--- src/rtl/bcd_timer_core.sv ---
// bcd_timer_core: MM:SS BCD up/down timer with preset load, start/stop, manual step, expiry and optional auto-reload
module bcd_timer_core #(
    parameter int DIGIT_W      = 4,
    parameter int MIN_TENS_MAX = 5,
    parameter int SEC_TENS_MAX = 5,
    parameter int AUTO_RELOAD  = 0
) (
    input  logic                 clk,
    input  logic                 rst,
    input  logic                 pulse,
    input  logic                 start,
    input  logic                 stop,
    input  logic                 restart,
    input  logic                 load,
    input  logic [4*DIGIT_W-1:0] data_in,
    input  logic                 down,
    input  logic                 increment,
    output logic [DIGIT_W-1:0]   seconds_units,
    output logic [DIGIT_W-1:0]   seconds_tens,
    output logic [DIGIT_W-1:0]   minutes_units,
    output logic [DIGIT_W-1:0]   minutes_tens,
    output logic                 running,
    output logic                 expired,
    output logic                 wrap
);
    typedef enum logic [1:0] {IDLE, RUN, PAUSE, EXPIRED} state_t;
    // per-digit limits, index 3 = minutes tens down to 0 = seconds units
    localparam logic [3:0][DIGIT_W-1:0] LIM = {DIGIT_W'(MIN_TENS_MAX), DIGIT_W'(9),
                                               DIGIT_W'(SEC_TENS_MAX), DIGIT_W'(9)};
    state_t                    state_q, state_d;
    logic [3:0][DIGIT_W-1:0]   cnt_q, cnt_d, pre_q, pre_d, din, up_v, dn_v, clamp_v;
    logic                      mode_q, mode_d, wrap_q, wrap_d;
    logic [4:0]                cy, bw;
    logic                      dir, is_run, can_inc;
    assign din = data_in;
    // carry/borrow chains for a one-second step in either direction, and load clamping
    always_comb begin
        cy = 5'b00001;
        bw = 5'b00001;
        up_v = cnt_q;
        dn_v = cnt_q;
        clamp_v = din;
        for (int i = 0; i < 4; i++) begin
            up_v[i] = cy[i] ? ((cnt_q[i] == LIM[i]) ? '0 : cnt_q[i] + 1'b1) : cnt_q[i];
            dn_v[i] = bw[i] ? ((cnt_q[i] == '0) ? LIM[i] : cnt_q[i] - 1'b1) : cnt_q[i];
            cy[i+1] = cy[i] & (cnt_q[i] == LIM[i]);
            bw[i+1] = bw[i] & (cnt_q[i] == '0);
            clamp_v[i] = (din[i] > LIM[i]) ? LIM[i] : din[i];
        end
    end
    // command decode with priority restart > load > stop > start > pulse/increment
    always_comb begin
        dir = (state_q == IDLE) ? down : mode_q;
        is_run = state_q == RUN;
        can_inc = (state_q == IDLE) || (state_q == PAUSE);
        mode_d = dir;
        state_d = state_q;
        cnt_d = cnt_q;
        pre_d = pre_q;
        wrap_d = 1'b0;
        if (restart) begin
            state_d = IDLE;
            cnt_d = dir ? pre_q : '0;
        end else if (load) begin
            state_d = IDLE;
            cnt_d = clamp_v;
            pre_d = clamp_v;
        end else if (is_run && stop) begin
            state_d = PAUSE;
        end else if (can_inc && start) begin
            state_d = RUN;
        end else if ((is_run && pulse) || (can_inc && increment)) begin
            if (!dir) begin
                cnt_d = up_v;
                wrap_d = cy[4];
            end else if (!bw[4]) begin
                cnt_d = dn_v;
            end else if (is_run) begin
                cnt_d = (AUTO_RELOAD != 0) ? pre_q : cnt_q;
                state_d = (AUTO_RELOAD != 0) ? RUN : EXPIRED;
            end
        end
    end
    // state, count, preset and direction registers
    always_ff @(posedge clk or posedge rst) begin
        if (rst) begin
            state_q <= IDLE;
            cnt_q <= '0;
            pre_q <= '0;
            mode_q <= 1'b0;
            wrap_q <= 1'b0;
        end else begin
            state_q <= state_d;
            cnt_q <= cnt_d;
            pre_q <= pre_d;
            mode_q <= mode_d;
            wrap_q <= wrap_d;
        end
    end
    assign seconds_units = cnt_q[0];
    assign seconds_tens = cnt_q[1];
    assign minutes_units = cnt_q[2];
    assign minutes_tens = cnt_q[3];
    assign running = state_q == RUN;
    assign expired = state_q == EXPIRED;
    assign wrap = wrap_q;
endmodule

--- config.mk ---
export PLATFORM = sky130hd
export DESIGN_NAME = bcd_timer_core
export DESIGN_NICKNAME = d
export VERILOG_FILES = /design/src/rtl/bcd_timer_core.sv
export SDC_FILE = /design/constraint.sdc
export NUM_CORES = 1
export LEC_CHECK = 0
export CORE_AREA = 2 2 72 74
export CTS_BUF_LIST = sky130_fd_sc_hd__clkbuf_16
export CTS_CLUSTER_SIZE = 8
export DETAILED_ROUTE_END_ITERATION = 12
export DIE_AREA = 0 0 74 76
export MAX_ROUTING_LAYER = met4
export PLACE_DENSITY = 0.79
export SLEW_MARGIN = 5
export SYNTH_ARGS = -nofsm -noshare
export SYNTH_HDL_FRONTEND = slang
export SYNTH_SLANG_ARGS = --single-unit
export TNS_END_PERCENT = 30
--- constraint.sdc ---
create_clock -name clk -period 3 [get_ports clk]
set_clock_uncertainty 0.1 [all_clocks]
set_input_delay 0.3 -clock clk [delete_from_list [all_inputs] [get_ports clk]]
set_output_delay 0.3 -clock clk [all_outputs]
set_load 0.1 [all_outputs]
# Word level (Yosys, flattened, before mapping)
# Index checks and enable logic that the tools add are counted.
# W data, S select, Z words.
[totals]
reg_bits = 36
inputBits = 25
[op_classes]
n_reduce_logical = 25
n_lt_le_gt_ge = 4
n_eq_ne = 13
n_mux = 41
bitwise = 7
n_addsub = 8
[ops]
columns = ["operator", "n"]
rows = [
  ["$mux W16", 8],
  ["$mux W4", 18],
  ["$reduce_bool A5 Y1", 4],
  ["$reduce_and A6 Y1", 3],
  ["$add A4 B1 Y4 const B", 4],
  ["$logic_not A4 Y1", 4],
  ["$mux W2", 8],
  ["$sub A4 B1 Y4 const B", 4],
  ["$ne A4 B3 Y1 const B", 3],
  ["$reduce_bool A4 Y1", 3],
  ["$eq A4 B3 Y1 const B", 2],
  ["$eq A4 B4 Y1 const B", 2],
  ["$gt A4 B3 Y1 const B", 2],
  ["$gt A4 B4 Y1 const B", 2],
  ["$reduce_and A4 Y1", 2],
  ["$mux W1", 7],
  ["$and A1 B1 Y1", 6],
  ["$ne A3 B3 Y1 const B", 2],
  ["$eq A2 B2 Y1 const B", 2],
  ["$logic_and A1 B1 Y1", 4],
  ["$ne A4 B4 Y1 const B", 1],
  ["$reduce_bool A3 Y1", 1],
  ["$eq A2 B1 Y1 const B", 1],
  ["$logic_not A2 Y1", 1],
  ["other kinds (3)", 4],
]

# Longest topological paths before layout
# Gate-level depths: netlist (run 1).
[depth]
depth_word = 11
ltp_mapped = 10
mapped_depth_nobuf = 7

# Least setup slack after synthesis (run 1)
# OpenSTA, ideal clock, no wires.
[synth_timing]
kind = "reg-to-reg"
from = "register cnt_q (netlist bit seconds_units[3])"
to = "register cnt_q (netlist bit seconds_tens[3])"
period_less_slack_ns = 2.837
arrival_time_ns = 2.608
t_required_ns = 2.771
path_stages_with_launch = 9
setup_slack_ns = 0.163
cell_sequence = "dfrtp_1 buf_2 nor3_1 and4_1 a31o_1 buf_6 a2111oi_4 nor2_1 mux2_1"
[synth_via]
elab_chain_len = 6
word_cells_on_any_way = 9
cone_classes = "eq/ne (3); bitwise (3); reduce/logical (3)"
[synth_rtl]
columns = ["item", "line_no", "source"]
rows = [
  ["start, declared", "31", "logic [3:0][DIGIT_W-1:0] cnt_q, cnt_d, pre_q, pre_d, din, up_v, dn_v, clamp_v;"],
  ["start signal, assigned", "94", "cnt_q <= cnt_d;"],
  ["$logic_not A4 Y1", "47", "bw[i+1] = bw[i] & (cnt_q[i] == '0);"],
  ["$and A1 B1 Y1 (3 in series)", "47", ""],
  ["$ne A4 B4 Y1 (no source line)", "--", ""],
  ["$reduce_and A6 Y1 (no source line) (*)", "--", ""],
]
# Mark *: on every way between the ends. The rest lies on a longest branch, timed or not.
# A chain may end at the register's enable or synchronous reset.

# Final worst setup path (run 1)
[layout_timing]
from = "register state_q[0]"
to = "register cnt_q (netlist bit minutes_tens[1])"
[layout_via]
elab_chain_len = 8
word_cells_on_any_way = 24
cone_classes = "eq/ne (6); mux (8); reduce/logical (10)"
[layout_rtl]
columns = ["item", "line_no", "source"]
rows = [
  ["start, declared", "30", "state_t state_q, state_d;"],
  ["start signal, assigned", "93", "state_q <= state_d;"],
  ["$logic_not A2 Y1", "53, 55", ""],
  ["$mux W1", "53", "dir = (state_q == IDLE) ? down : mode_q;"],
  ["$mux W16", "73", "if (!dir) begin"],
  ["$mux W16", "72", "end else if ((is_run && pulse) || (can_inc && increment)) begin"],
  ["$mux W16", "70", "end else if (can_inc && start) begin"],
  ["$mux W16", "68", "end else if (is_run && stop) begin"],
  ["$mux W16", "64", "end else if (load) begin"],
  ["$mux W16", "61", "if (restart) begin"],
]
# Several ways; a longest one is shown, not always the timed one. The select of a mux whose other input is x is not followed.

==> results.toml, run 1 <==
[yosys]
synthMuxAreaShare_pct = 1.94
synth_top_area_cell = "dfrtp_1"
synth_most_common_cell = "dfrtp_1"
synth_commonest_cells = "dfrtp_1, nor2_1, nand2_1"
avgSynthCellArea_um2 = 8.49
synth_top_flop_cell = "dfrtp_1"
async_flop_share_pct = 100
synthTopCellsByArea = "dfrtp_1, nor2_1, nand2_1"
synth_cell_types = 64
synth_area_mm2 = 0.00251
yosysWarnings = 0
synth_compound_area_share_pct = 30.2
synth_simple_gate_area_share_pct = 23.7
synth_edf_count = 0
ys_ff_latch = 36
netlist.area_leader.share_pct = 35.9
synth_fp_nets = 321
synth_top_family_by_area = "compound AO/OA/AOI/OAI gates"
synth_cells = 296
synthXorXnorAreaFrac_pct = 1.74
synth_fa_ha_area_share_pct = 0
yosysSeqAreaShare_pct = 35.9

[timing]
drv_slew = 0
fin_crit_sh_pct = 82.5
rsz0062_at_grt = "false"
final.setup.tns_ps = 0
period_minus_slack_ps = 2480
hold_violations = 0
timing.slew.headroom_pct = 63.8
max_slew.worst_pin.slew_ps = 543
setup_slack_ps = 524
fmax_ghz = 0.404
whs_ps = 350
setup_viol_count_final = 0

[clock_tree]
cts_tree = "built"
cts_sinks = 36
cts.path.max_buffers = 2
cts_setup_buffers = 0
h-tree-depth = 2
clock_latency_ps = 280
cts-root-buf = "clkbuf_16"
cts_buffers = 5
clk_pin_slew_ps = 60
cts_hold_buf = 0
cts_resized = 0

[layout]
fillers = 409
fin_nets = 359
n_antenna_cell = 0
drive_above_1_share_pct = 17.3
area_growth_pct = 24.4
fin_cells = 405

[placement]
gp_congestion = 0.940
pre_cts_slack_ps = 290
dp_hpwl_mm = 4.59
portBuffers = 43
placed_cells = 397

[die]
coreArea_mm2 = 0.00491
dieWidth_um = 74
start_util_pct = 51.1
die_y_um = 76
rows = 26
die_area_mm2 = 0.00562
io_pins = 44

[global_route]
grt_max_degree = 37
grt_pass1_vias = 2145
grt_pass1_wl_mm = 11.0
track_usage_pct = 25.4
antenna_found_initial = 0
overflow = 0

[drt]
antenna_left = 0
drtPass1Iterations = 5
drcViolationCount = 0
vias_per_cell = 6.06
via_count = 2453
totalWireLength_mm = 6.47
wl_per_cell_um = 16.0
drt_iter0_markers = 276

[setup_path]
rrSetupSlack_ps = 520
r2r_cells = 7
crit_path_end_kind = "flop"
rr_startpoint = "state_q[0]"
worstPathRequired_ps = 3110
r2r-end = "minutes_tens[1]"
worst-path-max-fanout = 9
startpoint_type = "flop"
arrival_ps = 2580
crit_type = "flop to flop"

[hold_path]
hold_path_class = "input port to asynchronous set/reset pin"

[run_status]
outcome = "finished clean"

[pwr]
powerDensity_mw_per_mm2 = 558
p_switching_w = 0.000636
cellLeakagePower_nw = 1.34
p_clk_share_pct = 33.9
seq_power_share_pct = 34.8
combPwrFrac_pct = 31.3
switching_share_pct = 36.5
power.internal_w = 0.00111
vdd_drop_max_mv = 0.476

[job]
cap_violations = 0
[cell families (layout without fill, tap and decap cells)]
| family | count (synthesis) | count (layout) |
|---|---|---|
| xor gates and xnor gates | 5 | 5 |
| DFF | 36 | 36 |
| and+or+nand+nor | 115 | 115 |
| buffers and inverters | 35 | 74 |
| AOI/OAI and AO/OA | 101 | 101 |
| muxes | 4 | 4 |
[through the flow]
stage / total power (W) / utilization [%] / instance area, µm²
after floorplan: 0.00101 / - / 2510
after detailed placement: 0.00115 / 60.2 / 2960
after global placement: 0.00115 / 60.2 / 2960
after CTS: 0.00174 / 63.6 / 3120
after global routing: 0.00182 / 63.6 / 3120
final: 0.00174 / 63.6 / 3120
[area by class of cell]
| cell class | instances | area [µm²] | area share, % |
|---|---|---|---|
| well taps | 70 | 87.6 | 2.80 |
| repair buffers | 57 | 488 | 15.6 |
| multi-input cells | 225 | 1450 | 46.3 |
| inverters | 9 | 33.8 | 1.08 |
| clock inverters | 3 | 42.5 | 1.36 |
| clock buffers | 5 | 125 | 4.00 |
| flip-flops and latches | 36 | 901 | 28.8 |
[worst max-delay path, stage by stage, from the launching register on]
cell and delay [ps]:
dfrtp_1 470, or3b_4 460, a2111oi_4 380, a31o_1 370, buf_4 200, nor3_2 60
a31o_1 220, a21oi_1 130
[routing by layer]
layer	vias up	routed length, µm	global-route usage, %
met4	0	74	6.00
met2	108	2910	33.0
li1	1178	-	-
met5	-	0	-
met1	1158	3070	40.4
met3	9	420	5.16
[worst max-delay path by stage]
stage,startpoint,endpoint
3_3_place_gp,down,seconds_tens[3]
6_report,state_q[0],minutes_tens[1]
3_5_place_dp,down,minutes_tens[1]
4_1_cts,state_q[0],minutes_tens[1]
2_1_floorplan,seconds_units[3],seconds_tens[3]
5_1_grt,state_q[0],seconds_tens[3]
[registers in the layout (all words and copies together), names as in the netlist]
signal	count
pre_q	16
minutes_tens	4
minutes_units	4
seconds_tens	4
seconds_units	4
state_q	2
mode_q	1
wrap	1
[layout by cell type, fill, tap and decap left out, types with 4 or more instances in the layout]
| cell type | count |
|---|---|
| dfrtp_1 | 36 |
| buf_4 | 33 |
| nor2_1 | 31 |
| nand2_1 | 27 |
| clkdlybuf4s50_1 | 24 |
| a21oi_1 | 17 |
| nor3_1 | 15 |
| o21ai_0 | 14 |
| a211oi_1 | 11 |
| inv_1 | 9 |
| nand3_1 | 8 |
| a31oi_1 | 6 |
| a21o_1 | 6 |
| a22oi_1 | 6 |
| nand4_1 | 5 |
| clkbuf_16 | 5 |
| xnor2_1 | 4 |
| and2_1 | 4 |
[power by group through the flow]
stage               logic [W]  clock network (W)  registers [W]
floorplan            0.000282                  0       0.000731
global placement     0.000536                  0       0.000610
detailed placement   0.000541                  0       0.000612
CTS                  0.000544           0.000594       0.000604
global route         0.000585           0.000616       0.000616
finish               0.000546           0.000591       0.000606
Power figures use the tool's default switching activity.
==> run 2: changes to the inputs <==
==> constraint.sdc (replaced) <==
create_clock -name clk -period 2.56 [get_ports clk]
set_clock_uncertainty 0.1 [all_clocks]
set_input_delay 0.256 -clock clk [delete_from_list [all_inputs] [get_ports clk]]
set_output_delay 0.256 -clock clk [all_outputs]
set_load 0.1 [all_outputs]
==> results.toml, run 2 (synthesized netlist as in run 1, its figures left out) <==
[global_route]
grt_pass1_wl_mm = 10.9
grt_pass1_vias = 2336
track_usage_pct = 25.2
overflow = 0
grt_max_degree = 37
antenna_found_initial = 0

[setup_path]
cp_top_family = "compound AO/OA/AOI/OAI gates"
worst-path-max-fanout = 9
cp_cell_sequence = "or3b_4 -> a2111oi_4 -> a31o_1 -> a2111oi_4 -> nor2_1 -> mux2_1"
cpMaxStageDelayCell = "dfrtp_1"
r2r-end = "seconds_tens[3]"
cp_common_cell = "a2111oi_4"
worstPathRequired_ps = 2620
cp.buffers_inverters = 0
cpPeakStageDelay_ps = 480
crit_path_end_kind = "flop"
rr_startpoint = "state_q[0]"
r2r_cells = 6
rrSetupSlack_ps = 160
arrival_ps = 2460
startpoint_type = "flop"
crit_type = "flop to flop"

[clock_tree]
cts_setup_buffers = 0
cts.path.max_buffers = 2
cts_tree = "built"
clock_latency_ps = 280
cts_buffers = 5
h-tree-depth = 2
cts_hold_buf = 0
cts_sinks = 36
cts_resized = 0
clk_pin_slew_ps = 60
cts-root-buf = "clkbuf_16"

[pwr]
vdd_drop_max_mv = 0.484
powerDensity_mw_per_mm2 = 607
cellLeakagePower_nw = 1.37
power_w = 0.00195

[layout]
layout_commonest_cell = "buf_4"
drive_above_1_share_pct = 23.4
mostFrequentLayoutCells = "buf_4, nor2_1, nand2_1"
fin_cells = 416
largest_reg_flops = 16
fillers = 435
fin_nets = 370
largest_register = "pre_q"
n_antenna_cell = 0
area_growth_pct = 27.9

[run_status]
outcome = "finished clean"

[timing]
final.setup.tns_ps = 0
timing.slew.headroom_pct = 68.9
period_minus_slack_ps = 2400
fin_crit_sh_pct = 93.8
max_slew.worst_pin.slew_ps = 467
fmax_ghz = 0.416
setup_slack_ps = 159
rsz0062_at_grt = "false"
hold_violations = 0
drv_slew = 0
setup_viol_count_final = 0

[drt]
wl_met2_mm = 3.27
totalWireLength_mm = 6.49
wl_per_cell_um = 15.6
wl_met3_um = 446
antenna_left = 0
drcViolationCount = 0
via_count = 2471
drt_iter0_markers = 165
wl_met1_mm = 2.68
highest_layer = "met4"
vias_per_cell = 5.94
drtPass1Iterations = 5

[job]
cap_violations = 0

[die]
dieWidth_um = 74
die_area_mm2 = 0.00562
die_y_um = 76
io_pins = 44
coreArea_mm2 = 0.00491
start_util_pct = 51.1
rows = 26

[placement]
pre_cts_slack_ps = -49.9
dp_hpwl_mm = 4.72
placed_cells = 408
gp_congestion = 0.862
portBuffers = 43

[hold_path]
hold_path_class = "input port to asynchronous set/reset pin"
==> run 2: changes by cell type in the layout (fill, tap and decap cells not counted), sizes merged <==
cell / change
bufinv: -1
buf: +11
inv: +2
clkinvlp: -1
==> run 2: layer usage <==
layer	up-vias	track usage (%)
met1	1172	33.7
met3	7	3.57
met4	0	8.18
li1	1196	-
met5	-	-
met2	96	39.0
==> run 2: worst min-delay path: stages <==
cell	delay [ps]
clkdlybuf4s50_1	390
inv_1	50
buf_4	400
==> run 2: worst max-delay path by stage <==
stage	from	endpoint	depth (start not counted)
after detailed placement	down	seconds_tens[3]	7
after CTS	state_q[0]	seconds_tens[3]	6
after global routing	state_q[0]	seconds_tens[3]	6
final	state_q[0]	seconds_tens[3]	6
after floorplan	seconds_units[2]	minutes_tens[3]	6
after global placement	down	seconds_tens[3]	7
==> run 2: final cells by class <==
class	instances	area, µm²	area share, %
clock buffers	5	125	3.89
clock inverters	3	11.3	0.350
inverters	9	33.8	1.05
multi-input cells	225	1460	45.5
flip-flops and latches	36	923	28.7
well taps	70	87.6	2.72
repair buffers	68	571	17.8
==> run 2: report_power, final <==
part           internal, W  switching (W)  total (W)
Sequential        0.000629      0.0000832   0.000712
Clock             0.000350       0.000226   0.000576
Combinational     0.000233       0.000429   0.000662
==> run 2: stage by stage <==
| step | area [µm²] | hold slack (ps) | util, % |
|---|---|---|---|
| 3_5_place_dp | 3080 | 366 | 62.7 |
| 6_report | 3210 | 277 | 65.4 |
| 5_1_grt | 3210 | 396 | 65.4 |
| 3_3_place_gp | 3080 | 359 | 62.7 |
| 4_1_cts | 3210 | 313 | 65.4 |
| 2_1_floorplan | 2550 | 249 | - |
==> run 3: changes to the inputs <==
--- a/config.mk
+++ b/config.mk
@@ -5,13 +5,13 @@
 export SDC_FILE = /design/constraint.sdc
 export NUM_CORES = 1
 export LEC_CHECK = 0
-export CORE_AREA = 2 2 72 74
+export CORE_AREA = 2 2 76 78
 export CTS_BUF_LIST = sky130_fd_sc_hd__clkbuf_16
 export CTS_CLUSTER_SIZE = 8
 export DETAILED_ROUTE_END_ITERATION = 12
-export DIE_AREA = 0 0 74 76
+export DIE_AREA = 0 0 78 80
 export MAX_ROUTING_LAYER = met4
-export PLACE_DENSITY = 0.79
+export PLACE_DENSITY = 0.75
 export SLEW_MARGIN = 5
 export SYNTH_ARGS = -nofsm -noshare
 export SYNTH_HDL_FRONTEND = slang
==> constraint.sdc (replaced) <==
create_clock -name clk -period 2 [get_ports clk]
set_clock_uncertainty 0.1 [all_clocks]
set_input_delay 0.2 -clock clk [delete_from_list [all_inputs] [get_ports clk]]
set_output_delay 0.2 -clock clk [all_outputs]
set_load 0.1 [all_outputs]
==> results.toml, run 3 (synthesized netlist as in run 1, its figures left out) <==
[hold_path]
hold_path_class = "input port to asynchronous set/reset pin"

[setup_path]
cp_cell_sequence = "or4b_4 -> nor4_4 -> a32oi_2 -> o31ai_4 -> mux2_4"
worstPathRequired_ps = 2070
worst-path-max-fanout = 4
cp_top_family = "simple AND/OR/NAND/NOR gates"
cpPeakStageDelay_ps = 560
r2r-end = "minutes_tens[3]"
startpoint_type = "flop"
crit_path_end_kind = "flop"
cpMaxStageDelayCell = "or4b_4"
rrSetupSlack_ps = -310
arrival_ps = 2380
r2r_cells = 5
crit_type = "flop to flop"
rr_startpoint = "seconds_units[2]"
cp.buffers_inverters = 0

[global_route]
antenna_found_initial = 0
overflow = 0
track_usage_pct = 26.8
grt_pass1_wl_mm = 12.9
grt_max_degree = 37
grt_pass1_vias = 2696

[drt]
antenna_left = 0
drcViolationCount = 0
vias_per_cell = 5.89
drt_iter0_markers = 290
totalWireLength_mm = 7.96
drtPass1Iterations = 4
wl_per_cell_um = 16.9
via_count = 2782

[die]
die_area_mm2 = 0.00624
coreArea_mm2 = 0.00541
start_util_pct = 46.5
io_pins = 44
rows = 27
dieWidth_um = 78
die_y_um = 80

[clock_tree]
cts_hold_buf = 0
cts.path.max_buffers = 2
clock_latency_ps = 280
cts_buffers = 5
cts_tree = "built"
cts-root-buf = "clkbuf_16"
clk_pin_slew_ps = 60
cts_sinks = 36
h-tree-depth = 2

[timing]
fmax_ghz = 0.433
timing.slew.headroom_pct = 67.4
rsz0062_at_grt = "true"
setup_slack_ps = -309
max_slew.worst_pin.slew_ps = 488
hold_violations = 0
period_minus_slack_ps = 2310
drv_slew = 0
setup_viol_count_final = 17
fin_crit_sh_pct = 115

[layout]
layout_commonest_cell = "buf_4"
largest_register = "pre_q"
n_antenna_cell = 0
fillers = 431
drive_above_1_share_pct = 38.3
area_growth_pct = 51.5
design_area_mm2 = 0.00381
mostFrequentLayoutCells = "buf_4, nor2_1, nand2_1"
largest_reg_flops = 16
fin_cells = 472
fin_nets = 424

[pwr]
powerDensity_mw_per_mm2 = 722
power_w = 0.00275
cellLeakagePower_nw = 1.67
vdd_drop_max_mv = 0.417

[placement]
portBuffers = 43
gp_congestion = 0.857
dpl_cell_area_mm2 = 0.00354
dp_hpwl_mm = 5.54
placed_cells = 461

[job]
cap_violations = 0

[run_status]
violations = "negative setup slack"
outcome = "complete, but fails checks"
## run 3: changes by cell type in the layout (fill, tap and decap cells not counted), sizes merged
cell / before / now
buf: 44 / 98
clkinvlp: 0 / 1
inv: 11 / 10
## run 3: final cells by class
class	count	area, µm²	area share [%]
clock buffers	5	125	3.29
clock inverters	3	15.0	0.394
inverters	9	33.8	0.887
multi-input cells	225	1560	40.9
flip-flops and latches	36	947	24.9
well taps	72	90.1	2.37
repair buffers	122	1040	27.2
## run 3: per-stage QoR
stage / utilization [%] / hold slack, ps / worst slack (ps) / setup TNS (ps)
2_1_floorplan: - / 193 / -563 / -5220
3_3_place_gp: 65.4 / 359 / -477 / -6210
3_5_place_dp: 65.4 / 366 / -503 / -6820
4_1_cts: 69.5 / 250 / -236 / -2490
5_1_grt: 70.4 / 309 / -345 / -4180
6_report: 70.4 / 226 / -309 / -2850
## run 3: repair_timing
action | in CTS | in global routing
endpoints found under the setup margin | 16 | 17
pin swaps | 10 | 6
setup buffers | 2 | 1
gates resized for setup | 15 | 9
## run 3: metal layers
layer | up-vias | part of all wire [%] | global-route usage [%]
met2 | 110 | 47 | 42.4
li1 | 1310 | - | -
met1 | 1345 | 45 | 35.5
met5 | - | 0 | -
met3 | 17 | 6.3 | 4.52
met4 | 0 | 2.0 | 8.07
## run 3: worst register-to-register path, cell delays in order (launching register included)
cell     delay, ps
dfrtp_4        480
or4b_4         560
nor4_4         210
a32oi_2        190
o31ai_4        320
mux2_4         330
## run 3: how the worst max path moves through the flow
stage,startpoint,end,slack [ps],depth (start not counted)
after global routing,seconds_units[2],minutes_tens[3],-350,5
after detailed placement,down,minutes_tens[3],-500,7
after floorplan,seconds_units[2],minutes_tens[3],-560,6
final,seconds_units[2],minutes_tens[3],-310,5
after CTS,seconds_units[2],minutes_tens[3],-240,5
after global placement,down,seconds_tens[3],-480,7
## run 3: where the power goes
part | switching (W) | internal (W)
logic | 0.000686 | 0.000429
registers | 0.0000529 | 0.000812
clock network | 0.000316 | 0.000453
total | 0.00105 | 0.00169
